## config.mk

```make
export PLATFORM = sky130hd
export DESIGN_NAME = instr_fetch_stage
export DESIGN_NICKNAME = d
export VERILOG_FILES = /design/src/rtl/if_pkg.sv /design/src/rtl/instr_mem.sv /design/src/rtl/instr_fetch_stage.sv
export SDC_FILE = /design/constraint.sdc
export NUM_CORES = 1
export LEC_CHECK = 0
export ABC_AREA = 1
export CORE_MARGIN = 1
export CORE_UTILIZATION = 40
export DETAILED_ROUTE_END_ITERATION = 10
export PLACE_DENSITY = 0.6
export SLEW_MARGIN = 20
export SYNTH_ARGS = -nofsm -noshare
export SYNTH_HDL_FRONTEND = slang
export SYNTH_SLANG_ARGS = --single-unit
```

## constraint.sdc

```tcl
create_clock -name Clk -period 2.4 [get_ports Clk]
set_input_delay 0.36 -clock Clk [delete_from_list [all_inputs] [get_ports Clk]]
set_output_delay 0.36 -clock Clk [all_outputs]
set_load 0.05 [all_outputs]
```

## src/rtl/if_pkg.sv

```systemverilog
// if_pkg: shared types and constants for the instruction-fetch stage
package if_pkg;

    localparam int PC_W = 8;
    localparam int INSTR_W = 8;
    localparam logic [INSTR_W-1:0] DEFAULT_HALT_CODE = 8'hFF;

    typedef enum logic [1:0] {
        IDLE   = 2'd0,
        RUN    = 2'd1,
        HALTED = 2'd2
    } if_state_e;

endpackage

```

## src/rtl/instr_mem.sv

```systemverilog
// instr_mem: instruction store with synchronous write and combinational read, no reset
module instr_mem
    import if_pkg::*;
#(
    parameter int IMEM_DEPTH = 64,
    parameter int ADDR_W = 6
) (
    input  logic               clk,
    input  logic               we,
    input  logic [ADDR_W-1:0]  waddr,
    input  logic [INSTR_W-1:0] wdata,
    input  logic [ADDR_W-1:0]  raddr,
    output logic [INSTR_W-1:0] rdata
);

    logic [INSTR_W-1:0] mem [IMEM_DEPTH];

    // program image write; contents survive reset
    always_ff @(posedge clk) begin
        if (we) mem[waddr] <= wdata;
    end

    assign rdata = mem[raddr];

endmodule

```

## src/rtl/instr_fetch_stage.sv

```systemverilog
// instr_fetch_stage: PC, fetch FSM and registered instruction output feeding IF/ID
module instr_fetch_stage
    import if_pkg::*;
#(
    parameter int IMEM_DEPTH = 64,
    parameter int ADDR_W = 6,
    parameter logic [INSTR_W-1:0] HALT_CODE = DEFAULT_HALT_CODE
) (
    input  logic               Clk,
    input  logic               Reset,
    input  logic               Start,
    input  logic               Stall,
    input  logic               Redirect,
    input  logic [PC_W-1:0]    Redirect_PC,
    input  logic               Prog_We,
    input  logic [ADDR_W-1:0]  Prog_Addr,
    input  logic [INSTR_W-1:0] Prog_Data,
    output logic [INSTR_W-1:0] Instr_Code,
    output logic               Instr_Valid,
    output logic [PC_W-1:0]    PC_Out,
    output logic               Halted
);

    if_state_e          state_q, state_d;
    logic [PC_W-1:0]    pc_q, pc_d;
    logic [INSTR_W-1:0] instr_q, instr_d;
    logic               valid_q, valid_d;
    logic [PC_W-1:0]    pc_out_q, pc_out_d;
    logic               halted_q, halted_d;
    logic [INSTR_W-1:0] mem_rdata;

    instr_mem #(
        .IMEM_DEPTH(IMEM_DEPTH),
        .ADDR_W    (ADDR_W)
    ) u_imem (
        .clk  (Clk),
        .we   (Prog_We && state_q == IDLE),
        .waddr(Prog_Addr),
        .wdata(Prog_Data),
        .raddr(pc_q[ADDR_W-1:0]),
        .rdata(mem_rdata)
    );

    // next state: redirect beats stall, stall freezes everything, halt opcode parks the PC
    always_comb begin
        state_d  = state_q;
        pc_d     = pc_q;
        instr_d  = instr_q;
        valid_d  = valid_q;
        pc_out_d = pc_out_q;
        halted_d = halted_q;
        unique case (state_q)
            IDLE: begin
                if (Start) state_d = RUN;
            end
            RUN: begin
                if (Redirect) begin
                    pc_d    = Redirect_PC;
                    instr_d = '0;
                    valid_d = 1'b0;
                end else if (!Stall) begin
                    instr_d  = mem_rdata;
                    pc_out_d = pc_q;
                    valid_d  = 1'b1;
                    if (mem_rdata == HALT_CODE) state_d = HALTED;
                    else pc_d = pc_q + 8'd1;
                end
            end
            HALTED: begin
                instr_d  = '0;
                valid_d  = 1'b0;
                halted_d = 1'b1;
            end
            default: state_d = IDLE;
        endcase
    end

    // state and output registers, cleared immediately by reset
    always_ff @(posedge Clk or posedge Reset) begin
        if (Reset) begin
            state_q  <= IDLE;
            pc_q     <= '0;
            instr_q  <= '0;
            valid_q  <= 1'b0;
            pc_out_q <= '0;
            halted_q <= 1'b0;
        end else begin
            state_q  <= state_d;
            pc_q     <= pc_d;
            instr_q  <= instr_d;
            valid_q  <= valid_d;
            pc_out_q <= pc_out_d;
            halted_q <= halted_d;
        end
    end

    assign Instr_Code  = instr_q;
    assign Instr_Valid = valid_q;
    assign PC_Out      = pc_out_q;
    assign Halted      = halted_q;

endmodule

```

==> out/results.md <==
| Parameter | Reported |
|:---|:---|
| Half-perimeter wire length of the detailed placement result | 37,500 µm |
| Area of the placeable core | 56,500 µm² |
| Sequential-to-total area share from yosys stat | 70.1% |
| Start of the worst register-to-register path | pc_q[0]$_DFFE_PP0P_ |
| Peak supply drop | 0.640 mV |
| Leftover overflow at the end of global routing | 0 |
| Avg Vias per Cell | 5.19 |
| Number of top-level pins | 46 |
| Peak per-stage delay on the critical path | 500 ps |
| Nets@finish | 2,386 |
| Full die area | 58,300 µm² |
| Maximum number of pins on one net before global-route repair | 65 |
| Path type of the worst setup path | reg -> reg |
| Unrepaired setup endpoints after global routing | yes |
| Area taken by multi-input logic gates | 5960 µm² |
| Run status | complete, but fails checks |
| Min setup slack post-route | -153 ps |
| Die outline height | 241 µm |
| Floorplan row count | 87 |
| Area growth from synthesis to layout | 24.9% |
| Initial core utilization | 40.6% |
| Count of placed standard cells including taps | 2,999 |
| Flop-to-flop setup slack | -150 ps |
| Clock Tree Root | clkbuf_16 |
| X dimension of the die | 241 µm |
| Seq. cell area | 16,100 µm² |
| Violations in the final reports | negative setup slack |
| Synthesized Nets | 2,145 |
| Total length of routed met2 wires | 30,900 µm |
| Overall global routing resource usage | 22.1% |
| Max Freq | 392 MHz |
| Top routing layer in use | met4 |
| Worst Setup SP | pc_q[0]$_DFFE_PP0P_ |
| FF-to-FF path depth | 19 |
| CTS tree | yes |
| Critical path, cell by cell | buf_6, buf_12, buf_12, clkbuf_16, nand2_1, nand3_1, nand3_2, nand3_2, nand2_1, nand2_1, nand2_1, inv_2, nand2_2, nand2_2, nor2_4, nand3_4, nand2_8, nand2_1, nand2_1 |
| Post-Route Skew | 13.7 ps |
| Worst path most repeated cell | nand2_1 |
| Global placement routability congestion | 0.877 |
| Count of TritonRoute iterations in the first routing pass | 6 |
| Leading area contributor after synthesis | edfxtp_1 |
| Final Hold Vio Count | 0 |
| Deepest level of the CTS H-tree | 2 |
| Worst Tran Pin Value | 605 ps |
| TritonCTS buffer count | 56 |
| Avg WL per Cell | 20.5 µm |
| Share of the synthesized area in the top cell type | 67.0% |
| Cell type of the slowest stage on the worst timing path | dfrtp_4 |
| Max Cap Violations | 0 |
| Post-synthesis cell type count | 35 |
| Top cells by area in the synthesized netlist | edfxtp_1 (67%), nand2_1 (9.8%), nor2_1 (4.8%) |
| Slew Viols, Final | 0 |
| Clk Latency, worst-skew pair | 600 ps |
| Detailed-route via count | 16,400 |
| Final antenna diode count | 0 |
| Number of port buffers | 45 |
| Routed wl met3 | 4200 µm |
| Mapped Avg Cell Area | 10.8 µm² |
| CP Data Arrival Time | 3090 ps |
| Worst Setup End Kind | register |
| Type of the worst min-delay path | in -> async |
| Layout fillers | 4,858 |
| Setup crit end | pc_q[4]$_DFFE_PP0P_ |
| Buffers from clock root to sink, at most | 3 |
| Largest fanout on the critical path | 8 |
| Flop and latch count out of synthesis | 540 |
| Final setup viols | 13 |
| Post-route clock period utilization | 106% |
| Layout cells sized above 1 | 18.7% |
| Power density over the cells | 733 nW/µm² |
| Rel. slew slack | 59.6% |
| Wire length on met1 | 27,800 µm |
| Worst Path Required | 2940 ps |
| Aggregate routed wire length | 64,700 µm |
| Filler-free cell count of the finished design | 3,158 |
| Worst r2r dst | pc_q[4]$_DFFE_PP0P_ |
| Initial antenna violation count | 1 |
| Via count of the first global-routing pass | 15,900 |
| Post-route antenna net violation count | 0 |
| Worst Setup Start Kind | register |
| DR DRC count | 0 |
| Standby leakage power | 11.2 nW |
| Cell area after synthesis | 22,900 µm² |
| Synthesis Warnings | 0 |
| Total power consumption of the routed design | 0.0210 W |
| Global-route wire length before repair | 96,300 µm |
| Post-Syn Instances | 2,116 |
| Clock-pin slew on the worst setup and hold paths | 70 ps |
| Initial DRC count | 1,548 |
| Final design utilization | 50.7% |
| TritonCTS sink count | 540 |
| Clock period minus final worst setup slack | 2550 ps |
## sequential cells by signal (all words and copies together) (netlist names)
signal       cells
state_q          2
u_imem.mem     512
Halted           1
pc_q             8
Instr_Code       8
PC_Out           8
Instr_Valid      1
## cells by family after synthesis
group	share of synthesized area, %
simple gates	19.7
flops	70.1
buf+inv	5.56
compound gates	4.59
xor+xnor	0.0382
fa+ha+maj	0.0545
## cell type report
class	instances	area share, %
Clock buffer	74	5.34
Clock inverter	29	0.847
Inverter	163	2.24
Multi-Input combinational cell	1309	20.8
Sequential cell	540	56.1
Tap cell	756	3.30
Timing Repair Buffer	286	11.3
Timing Repair inverter	1	0.0306
## timing repair
action | 4_1_cts | 5_1_grt
resized for setup | 71 | 98
setup endpoints to repair | 14 | 18
hold buffers | 0 | 0
pin swaps | 33 | 35
buffers inserted | 23 | 10
gates cloned | 11 | 14
## placed cells by master, fill, tap and decap left out, drive strengths merged
cell	count
inv	159
clkinv	28
nand2	601
o31ai	1
o211ai	15
a31oi	2
and3	1
a32o	8
nor2	298
bufbuf	2
o21ai	147
or2	8
clkinvlp	2
and2	1
nand3	197
nor3b	1
clkdlybuf4s50	37
xor2	1
nor3	3
ha	1
a21oi	16
edfxtp	512
bufinv	4
nand4	8
clkbuf	86
buf	235
dfrtp	28
## power breakdown
part / total, W / switching [W] / internal [W]
combinational: 0.00217 / 0.00132 / 0.000859
sequential: 0.0103 / 0.0000200 / 0.0103
clock: 0.00848 / 0.00359 / 0.00489
total: 0.0210 / 0.00492 / 0.0161
## stage by stage
step / setup WS, ps / setup TNS, ps / cell area, µm² / hold slack [ps]
after floorplan: 300 / 0 / 22900 / 425
after global placement: -180 / -1490 / 25500 / 451
after detailed placement: -209 / -1700 / 25500 / 456
after CTS: -138 / -1250 / 28000 / 114
after global routing: -282 / -2980 / 28700 / 135
final: -153 / -1330 / 28700 / 129
## critical path, delay by kind of cell, from the launching register on
kind,cells,cell delay (ps)
flip-flops,1,500
AND/OR/NAND/NOR,14,1320
buffers and inverters,5,660
## routing by layer
layer | GRT usage, % | vias to the layer above
met5 | 0 | -
met4 | 7.02 | 0
met3 | 3.10 | 119
met2 | 36.4 | 593
met1 | 30.3 | 8038
li1 | - | 7632
## cell usage after synthesis
library cell,number
nand2_1,600
edfxtp_1,512
nor2_1,296
nand3_1,195
inv_1,154
o21ai_0,129
buf_2,35
dfrtp_1,28
buf_4,23
clkbuf_1,22
o21ai_1,18
a21oi_1,15
buf_6,15
o211ai_1,11
a32o_1,8
buf_1,8
nand4_1,8
or2_2,8
clkinv_1,6
o211ai_2,4
nor3_1,3
a31oi_1,2
buf_8,2
inv_2,2
nor2_2,2
a21oi_2,1
and2_1,1
and3_1,1
ha_1,1
inv_6,1
nand2_4,1
nand3_4,1
nor3b_1,1
o31ai_1,1
xor2_1,1
## worst min-delay path by stage
stage / startpoint / endpoint / slack, ps
3_5_place_dp: Halted$_DFFE_PP0P_ / Halted$_DFFE_PP0P_ / 460
3_3_place_gp: Halted$_DFFE_PP0P_ / Halted$_DFFE_PP0P_ / 450
4_1_cts: Reset / pc_q[0]$_DFFE_PP0P_ / 110
2_1_floorplan: Reset / Halted$_DFFE_PP0P_ / 430
6_report: Reset / pc_q[0]$_DFFE_PP0P_ / 130
5_1_grt: Prog_Data[3] / u_imem.mem[29][3]$_DFFE_PP_ / 130
Note: power is estimated with default switching activity, not from simulation.
